File: config.mk
export PLATFORM = sky130hd
export DESIGN_NAME = ssi_receiver
export DESIGN_NICKNAME = d
export VERILOG_FILES = /design/src/rtl/ssi_pkg.sv /design/src/rtl/ssi_sync.sv /design/src/rtl/ssi_receiver.sv
export SDC_FILE = /design/constraint.sdc
export NUM_CORES = 1
export LEC_CHECK = 0
export BUFFER_PORTS_ARGS = -buffer_cell sky130_fd_sc_hd__buf_2
export CORE_AREA = 4 4 72 61
export CTS_BUF_LIST = sky130_fd_sc_hd__clkbuf_2
export CTS_CLUSTER_DIAMETER = 150
export DETAILED_ROUTE_END_ITERATION = 8
export DIE_AREA = 0 0 76 65
export PLACE_DENSITY = 0.72
export SLEW_MARGIN = 10
export SYNTH_ARGS = -nofsm -noshare
export SYNTH_HDL_FRONTEND = slang
export SYNTH_SLANG_ARGS = --single-unit
File: constraint.sdc
create_clock -name MASTER_CLK -period 2.3 [get_ports MASTER_CLK]
set_input_delay 0.115 -clock MASTER_CLK [delete_from_list [all_inputs] [get_ports MASTER_CLK]]
set_output_delay 0.115 -clock MASTER_CLK [all_outputs]
set_load 0.01 [all_outputs]
File: src/rtl/ssi_pkg.sv
// ssi_pkg: shared definitions for the SSI link.
//   - ssi_rx_state_t : receiver deframer state (IDLE / RECV)
//   - SSI_WORD_W, SSI_IDLE_TIMEOUT : default link parameters
//   - ssi_odd_parity : parity bit that makes payload+parity XOR to 1;
//                      the transmitter uses it to generate the bit and the
//                      receiver uses it to check the bit.
package ssi_pkg;

  typedef enum logic {
    IDLE = 1'b0,
    RECV = 1'b1
  } ssi_rx_state_t;

  localparam int SSI_WORD_W       = 8;
  localparam int SSI_IDLE_TIMEOUT = 64;

  // Payloads narrower than 32 bits are zero-extended by the caller; the
  // extra zeros do not change the XOR.
  function automatic logic ssi_odd_parity(input logic [31:0] payload);
    return ~(^payload);
  endfunction

endpackage

File: src/rtl/ssi_sync.sv
// ssi_sync: two-flop synchroniser for one asynchronous line.
// Ports:
//   clk  in  sampling clock
//   rst  in  asynchronous active-high reset, clears both flops to 0
//   d    in  asynchronous input line
//   q    out synchronised level (two clk edges behind d)
module ssi_sync (
  input  logic clk,
  input  logic rst,
  input  logic d,
  output logic q
);

  logic s1_q, s1_d;
  logic s2_q, s2_d;

  always_comb begin
    s1_d = d;
    s2_d = s1_q;
  end

  always_ff @(posedge clk or posedge rst) begin
    if (rst) begin
      s1_q <= 1'b0;
      s2_q <= 1'b0;
    end else begin
      s1_q <= s1_d;
      s2_q <= s2_d;
    end
  end

  assign q = s2_q;

endmodule

File: src/rtl/ssi_receiver.sv
// ssi_receiver: receive end of the data-strobe (DS) encoded SSI link.
// Both lines are synchronised into MASTER_CLK, bits are recovered from line
// transitions, WORD_W-bit MSB-first words with a trailing odd-parity bit are
// deframed and presented on a valid/ready output register.
//
// Handshake: rx_valid rises when a word is loaded and then holds, with
// rx_data/rx_parity_err stable, until the cycle in which rx_ready is also
// high; that cycle transfers the word. A word completing while the register
// is full and not being accepted is dropped and sets the sticky overflow.
//
// Ports:
//   MASTER_CLK    in  sole clock, rising edge
//   PORESET       in  asynchronous active-high reset
//   SSI_STROBE    in  strobe line (asynchronous)
//   SSI_DATA      in  data line (asynchronous)
//   rx_data       out received payload
//   rx_valid      out rx_data / rx_parity_err valid
//   rx_ready      in  consumer accepts when rx_valid && rx_ready
//   rx_parity_err out odd-parity check failed for the presented word
//   frame_err     out one-cycle pulse: partial frame aborted by timeout
//   overflow      out sticky: a completed word was dropped
//   overflow_clr  in  clears overflow (a simultaneous set wins)
module ssi_receiver
  import ssi_pkg::*;
#(
  parameter int WORD_W       = SSI_WORD_W,
  parameter int IDLE_TIMEOUT = SSI_IDLE_TIMEOUT
) (
  input  logic              MASTER_CLK,
  input  logic              PORESET,
  input  logic              SSI_STROBE,
  input  logic              SSI_DATA,
  output logic [WORD_W-1:0] rx_data,
  output logic              rx_valid,
  input  logic              rx_ready,
  output logic              rx_parity_err,
  output logic              frame_err,
  output logic              overflow,
  input  logic              overflow_clr
);

  localparam int CNT_W = $clog2(WORD_W + 1);
  localparam int TO_W  = $clog2(IDLE_TIMEOUT + 1);

  localparam logic [CNT_W-1:0] WORD_CNT = CNT_W'(WORD_W);
  localparam logic [TO_W-1:0]  TO_MAX   = TO_W'(IDLE_TIMEOUT);
  localparam logic [TO_W-1:0]  TO_LAST  = TO_W'(IDLE_TIMEOUT - 1);

  // Synchronised lines
  logic data_s;
  logic strobe_s;

  ssi_sync u_sync_data (
    .clk (MASTER_CLK),
    .rst (PORESET),
    .d   (SSI_DATA),
    .q   (data_s)
  );

  ssi_sync u_sync_strobe (
    .clk (MASTER_CLK),
    .rst (PORESET),
    .d   (SSI_STROBE),
    .q   (strobe_s)
  );

  // State
  logic               data_smp_q,   data_smp_d;
  logic               strobe_smp_q, strobe_smp_d;
  logic [1:0]         warm_q,       warm_d;
  ssi_rx_state_t      state_q,      state_d;
  logic [CNT_W-1:0]   bit_cnt_q,    bit_cnt_d;
  logic [TO_W-1:0]    to_cnt_q,     to_cnt_d;
  logic [WORD_W-1:0]  shift_q,      shift_d;
  logic [WORD_W-1:0]  rx_data_q,    rx_data_d;
  logic               rx_valid_q,   rx_valid_d;
  logic               rx_perr_q,    rx_perr_d;
  logic               frame_err_q,  frame_err_d;
  logic               overflow_q,   overflow_d;

  logic line_event;
  logic word_done;
  logic word_perr;
  logic overflow_set;

  always_comb begin
    data_smp_d   = data_s;
    strobe_smp_d = strobe_s;
    warm_d       = (warm_q == 2'd3) ? warm_q : warm_q + 2'd1;
    state_d      = state_q;
    bit_cnt_d    = bit_cnt_q;
    to_cnt_d     = to_cnt_q;
    shift_d      = shift_q;
    rx_data_d    = rx_data_q;
    rx_valid_d   = rx_valid_q;
    rx_perr_d    = rx_perr_q;
    frame_err_d  = 1'b0;
    overflow_d   = overflow_q;
    word_done    = 1'b0;
    overflow_set = 1'b0;

    // DS coding: each bit toggles exactly one line, so data^strobe flips
    // once per bit. The first three cycles after reset are masked so that
    // the line levels at release (synchronisers start at 0) are not
    // mistaken for a transition.
    line_event = (warm_q == 2'd3) &&
                 ((data_s ^ strobe_s) != (data_smp_q ^ strobe_smp_q));

    // Parity of the completed word; the parity bit is the current data line.
    word_perr = (ssi_odd_parity(32'(shift_q)) != data_s);

    if (rx_valid_q && rx_ready) begin
      rx_valid_d = 1'b0;
    end

    case (state_q)
      IDLE: begin
        if (line_event) begin
          state_d   = RECV;
          shift_d   = {shift_q[WORD_W-2:0], data_s};
          bit_cnt_d = CNT_W'(1);
          to_cnt_d  = '0;
        end else if (to_cnt_q != TO_MAX) begin
          to_cnt_d = to_cnt_q + TO_W'(1);
        end
      end
      RECV: begin
        if (line_event) begin
          to_cnt_d = '0;
          if (bit_cnt_q == WORD_CNT) begin
            // Parity bit: the word is complete; the next event starts a
            // new frame without passing through IDLE.
            word_done = 1'b1;
            bit_cnt_d = '0;
          end else begin
            shift_d   = {shift_q[WORD_W-2:0], data_s};
            bit_cnt_d = bit_cnt_q + CNT_W'(1);
          end
        end else if (to_cnt_q == TO_LAST) begin
          // Counter reaches IDLE_TIMEOUT on this edge.
          to_cnt_d    = TO_MAX;
          state_d     = IDLE;
          frame_err_d = (bit_cnt_q != '0);
          bit_cnt_d   = '0;
          shift_d     = '0;
        end else begin
          to_cnt_d = to_cnt_q + TO_W'(1);
        end
      end
      default: begin
        state_d = IDLE;
      end
    endcase

    if (word_done) begin
      if (!rx_valid_q || rx_ready) begin
        rx_data_d  = shift_q;
        rx_perr_d  = word_perr;
        rx_valid_d = 1'b1;
      end else begin
        overflow_set = 1'b1;
      end
    end

    if (overflow_set) begin
      overflow_d = 1'b1;
    end else if (overflow_clr) begin
      overflow_d = 1'b0;
    end
  end

  always_ff @(posedge MASTER_CLK or posedge PORESET) begin
    if (PORESET) begin
      data_smp_q   <= 1'b0;
      strobe_smp_q <= 1'b0;
      warm_q       <= 2'd0;
      state_q      <= IDLE;
      bit_cnt_q    <= '0;
      to_cnt_q     <= '0;
      shift_q      <= '0;
      rx_data_q    <= '0;
      rx_valid_q   <= 1'b0;
      rx_perr_q    <= 1'b0;
      frame_err_q  <= 1'b0;
      overflow_q   <= 1'b0;
    end else begin
      data_smp_q   <= data_smp_d;
      strobe_smp_q <= strobe_smp_d;
      warm_q       <= warm_d;
      state_q      <= state_d;
      bit_cnt_q    <= bit_cnt_d;
      to_cnt_q     <= to_cnt_d;
      shift_q      <= shift_d;
      rx_data_q    <= rx_data_d;
      rx_valid_q   <= rx_valid_d;
      rx_perr_q    <= rx_perr_d;
      frame_err_q  <= frame_err_d;
      overflow_q   <= overflow_d;
    end
  end

  assign rx_data       = rx_data_q;
  assign rx_valid      = rx_valid_q;
  assign rx_parity_err = rx_perr_q;
  assign frame_err     = frame_err_q;
  assign overflow      = overflow_q;

endmodule
-- Yosys cells after proc, flatten, opt, wreduce, memory -nomap -nowiden
Cells that the tools add are included.
- flip-flop bits (word level): 40
- input bits: 6
- output and inout port bits: 12
- bitwise gates (word level): 4
- muxes and demuxes: 32
- equality and inequality tests: 10
- reduce and logical (&&, ||, !) cells: 10
- add/subtract/negate cells: 3
- operators by type and width (operator ; count):
    2-to-1 mux 8 bit ; 4
    XOR reduction 32 bit ; 1
    2-to-1 mux 7 bit ; 4
    2-to-1 mux 1 bit ; 16
    2-to-1 mux 4 bit ; 4
    case mux 8 bit (2 select lines) ; 1
    case mux 7 bit (2 select lines) ; 1
    case mux 4 bit (2 select lines) ; 1
    adder 7 x 1 -> 7 bit, second input constant ; 1
    == test 7 x 6 -> 1 bit, second input constant ; 1
    != test 7 bit, second input constant ; 1
    != test 3 bit, second input constant ; 2
    adder 4 x 1 -> 4 bit, second input constant ; 1
    == test 4 bit, second input constant ; 1
    AND reduction 2 bit ; 2
    nonzero test 4 bit ; 1
    != test 3 x 1 -> 1 bit, second input constant ; 1
    AND reduction 3 bit ; 1
    adder 2 x 1 -> 2 bit, second input constant ; 1
    == test 2 bit, second input constant ; 1
    logical AND 1 bit ; 2
    != test 1 bit ; 2
    != test 2 bit, second input constant ; 1
    inverter 1 bit ; 2
    other kinds (5) ; 6

-- Depth between registers and ports, before layout
- depth in word-level cells: 7
- depth in mapped cells: 7
- mapped depth without buffers: 6

-- Modules after synthesis
A second synthesis with hierarchy kept.
- cells, all modules: 166
- area total of the unflattened synthesis: 1911.8 sq um
- by module, submodules not included (module ; cells each ; area each (sq um) ; times used ; sequential area each (sq um)):
    ssi_receiver ; 160 ; 1804.2 ; 1 ; 900.9
    ssi_sync ; 3 ; 53.8 ; 2 ; 50.0

-- Least setup slack after synthesis
Ideal clock, no wire load.
- kind: reg-to-reg
- start point: register bit_cnt_q[0]
- end point: register rx_data_q[0] (netlist: rx_data[0])
- path slack: 0.473 ns
- required time: 2.175 ns
- setup time: 0.125 ns
- buffers on the path: 1
- arrival time: 1.702 ns
- stages on the path, launching flop included: 8
- cells stage by stage: dfrtp_1 inv_1 ha_1 and4b_1 buf_4 nand3_1 nor2_4 mux2_4
- longest elaborated chain between the ends: 5
- RTL lines (what ; line ; source):
    start, declared ; ssi_receiver.sv:72 ; logic [CNT_W-1:0] bit_cnt_q, bit_cnt_d;
    start signal, assigned ; ssi_receiver.sv:191 ; bit_cnt_q <= bit_cnt_d;
    == test 4 bit ; ssi_receiver.sv:130 ; if (bit_cnt_q == WORD_CNT) begin
    2-to-1 mux 1 bit ; ssi_receiver.sv:130 ;
    2-to-1 mux 1 bit ; ssi_receiver.sv:128 ; if (line_event) begin
    2-to-1 mux 1 bit ; ssi_receiver.sv:116 ; case (state_q)
    AND reduction 2 bit (no source line) ; - ;
    end signal, assigned ; ssi_receiver.sv:194 ; rx_data_q <= rx_data_d;
    end, declared ; ssi_receiver.sv:75 ; logic [WORD_W-1:0] rx_data_q, rx_data_d;
Every way passes these cells.
A chain may end at the register's enable or synchronous reset.

-- Worst setup path after layout
Same ends and word-level chain as after synthesis.

==> impl_metrics.json <==
{
  "hold_path_depth": 3,
  "num_rows": 20,
  "via_per_inst": 5.49,
  "grt_max_degree": 41,
  "period_share_pct": 84.0,
  "crit_path_top_delay_cell": "dfrtp_1",
  "worstSetupPathDepth": 6,
  "reg2reg_to": "rx_data[0]",
  "p_leak_nw": 1.08,
  "wl_um": 3510,
  "start_util_pct": 52.7,
  "cp_data_required_time_ns": 2.59,
  "status": "finished clean",
  "clk_pin_slew_ns": 0.21,
  "design_area_sq_um": 2180,
  "final-setup-viol-count": 0,
  "nNetsFinal": 207,
  "drv_cap": 0,
  "worstRegToRegCells": 6,
  "synth_ff_type": "dfrtp_1",
  "insertion_delay_ns": 0.39,
  "syn2layout_area_growth_pct": 12.3,
  "grt_pass1_wl_um": 6560,
  "gp_congestion": 0.834,
  "synth_fp_nets": 182,
  "peakVddDrop_uv": 540,
  "power_mw": 2.33,
  "wl_met2_um": 1620,
  "r2r_slack_ns": 0.37,
  "end_kind": "flip-flop",
  "cts_root_buffer": "clkbuf_2",
  "worstPathArrival_ns": 2.22,
  "synth_largest_area_cell": "dfrtp_1",
  "port_buffers": 17,
  "htree_num_levels": 2,
  "met1_length_um": 1740,
  "dieArea_sq_um": 4940,
  "synth_warnings": 0,
  "synth-edff-count": 0,
  "cts_buffers": 5,
  "antenna_found_initial": 0,
  "n_antenna_cell": 0,
  "rsz0062_at_grt": "false",
  "place_ws_ns": 0.431,
  "cp_num_buf_inv": 1,
  "synthTopCellsByArea": "dfrtp_1, mux2_4, xnor2_1",
  "slew-limit-headroom_pct": 65.1,
  "die_w_um": 76,
  "placed_cells": 229,
  "dr.max_layer_used": "met4",
  "synth_cell_type_count": 35,
  "first_pass_iters": 4,
  "synthMostInstantiatedCell": "dfrtp_1",
  "wire_per_inst_um": 14.6,
  "min_from": "rx_ready",
  "worstMarginPinSlew_ns": 0.523,
  "cp-start-kind": "flip-flop",
  "cpPeakStageDelay_ns": 0.47,
  "syn_area_sq_um": 1940,
  "instances_no_fill": 241,
  "cp_top_family": "simple AND/OR/NAND/NOR gates",
  "first_iter_violations": 134,
  "timing.final.ws_setup_ns": 0.367,
  "finalSetupTns_ns": 0,
  "hold_path.class": "in -> reg",
  "finalMaxSlewViolations": 0,
  "vias": 1322,
  "cts_sinks": 40,
  "hold-path-endpoint": "overflow",
  "synth_area_per_cell_sq_um": 11.3,
  "cts_setup_buffers": 0,
  "synth_seq_cells": 40,
  "cts_tree": "yes",
  "synth_top_area_share_pct": 51.6,
  "grt_pass1_vias": 1366,
  "seq_area_frac_synth_pct": 51.6,
  "holdWs_ns": 0.0403,
  "track_usage_pct": 16.6,
  "ios": 18,
  "cp_max_fo": 9,
  "ant_nets": 0,
  "timing.rr.start": "bit_cnt_q[0]",
  "place_area_sq_um": 2070,
  "drive_above_1_share_pct": 21.3,
  "syn-instance-count": 171,
  "clk_path_buf_depth": 2,
  "route.detailed.drc": 0,
  "die_y_um": 65,
  "wl_met3_um": 136,
  "hold_viol": 0,
  "layout_min_cycle_time_ns": 1.93,
  "synth_commonest_cells": "dfrtp_1, nand2_1, a211oi_1, xnor2_1",
  "overflow": 0,
  "clock.fmax_mhz": 517,
  "cellPowerDensity_nw_per_um2": 1070,
  "path_cells": "inv_1, ha_1, and4b_1, nand3_1, nor2_4, mux2_4",
  "ys_async_sr_fraction_pct": 100,
  "coreArea_sq_um": 3680,
  "dp_hpwl_um": 2420,
  "skew_ns": 0.0327,
  "post-route-util_pct": 59.2,
  "critical_path_class": "reg -> reg"
}
registers in the layout, indices dropped and copies added, names as in the netlist, 2 cells and up:
register,flops
rx_data,8
warm_q,2
bit_cnt_q,4
shift_q,8
to_cnt_q,7
worst min-delay path: stages:
cell and delay [ns]:
buf_2 0.07, nand2b_1 0.14, o32ai_1 0.09
cell families after synthesis:
family	share of synthesized area, %
buf+inv	3.42
xor+xnor	9.17
simple gates	12.3
mux	7.55
compound gates	12.7
flops	51.6
fa+ha+maj	3.23
cell type report:
cell class / count / area, sq um
fillers: 325 / 1500
flip-flops and latches: 40 / 1000
multi-input cells: 116 / 871
repair buffers: 25 / 155
well taps: 44 / 55.1
clock inverters: 2 / 35.0
clock buffers: 6 / 30.0
inverters: 8 / 30.0
placed cells by master, fill, tap and decap left out:
cell type | Yosys | layout
and3_1 | 1 | 1
a21o_1 | 9 | 9
mux2_4 | 9 | 9
ha_1 | 5 | 5
nand3_1 | 4 | 4
xor2_1 | 4 | 4
bufinv_16 | 0 | 1
buf_4 | 2 | 4
a211oi_1 | 10 | 10
xnor3_1 | 1 | 1
mux2_2 | 1 | 1
nand4b_1 | 1 | 1
inv_1 | 8 | 8
and4b_1 | 1 | 1
a21oi_1 | 3 | 3
o31ai_1 | 1 | 1
nor3_1 | 2 | 2
a21boi_1 | 1 | 1
clkinv_2 | 0 | 1
o2111ai_1 | 1 | 1
nand4_1 | 2 | 2
xor2_2 | 2 | 2
nand3b_1 | 1 | 1
buf_2 | 1 | 17
nand2b_1 | 2 | 2
nor2b_1 | 3 | 3
o32ai_1 | 2 | 2
nand2_1 | 23 | 23
clkbuf_2 | 1 | 6
a32o_1 | 2 | 2
o21ai_0 | 3 | 3
dfrtp_1 | 40 | 40
nor2_4 | 1 | 1
nor2_1 | 9 | 9
a31oi_1 | 2 | 2
dlygate4sd3_1 | 0 | 4
xnor2_1 | 10 | 10
layer usage:
metal  global-route usage (%)  vias up
met5                        0        -
li1                         -      636
met2                     25.6       24
met3                     4.58        4
met1                     22.3      658
met4                     5.78        0
worst max path at each step:
stage            startpoint    endpoint  slack (ns)
2_1_floorplan  bit_cnt_q[0]  rx_data[0]        0.47
3_3_place_gp   bit_cnt_q[0]  rx_data[0]        0.45
3_5_place_dp   bit_cnt_q[0]  rx_data[5]        0.43
4_1_cts        bit_cnt_q[0]  rx_data[0]        0.37
5_1_grt        bit_cnt_q[0]  rx_data[0]        0.24
6_report       bit_cnt_q[0]  rx_data[0]        0.37
repair_timing:
item | 4_1_cts | 5_1_grt
gates resized for setup | 0 | 0
hold buffers | 4 | 0
hold endpoints to repair | 43 | 0
where the power goes:
group	total, mW	internal (mW)	switching (mW)
logic	0.840	0.470	0.370
clock network	0.415	0.187	0.228
registers	1.07	0.879	0.194
(Power assumes the default switching activity.)
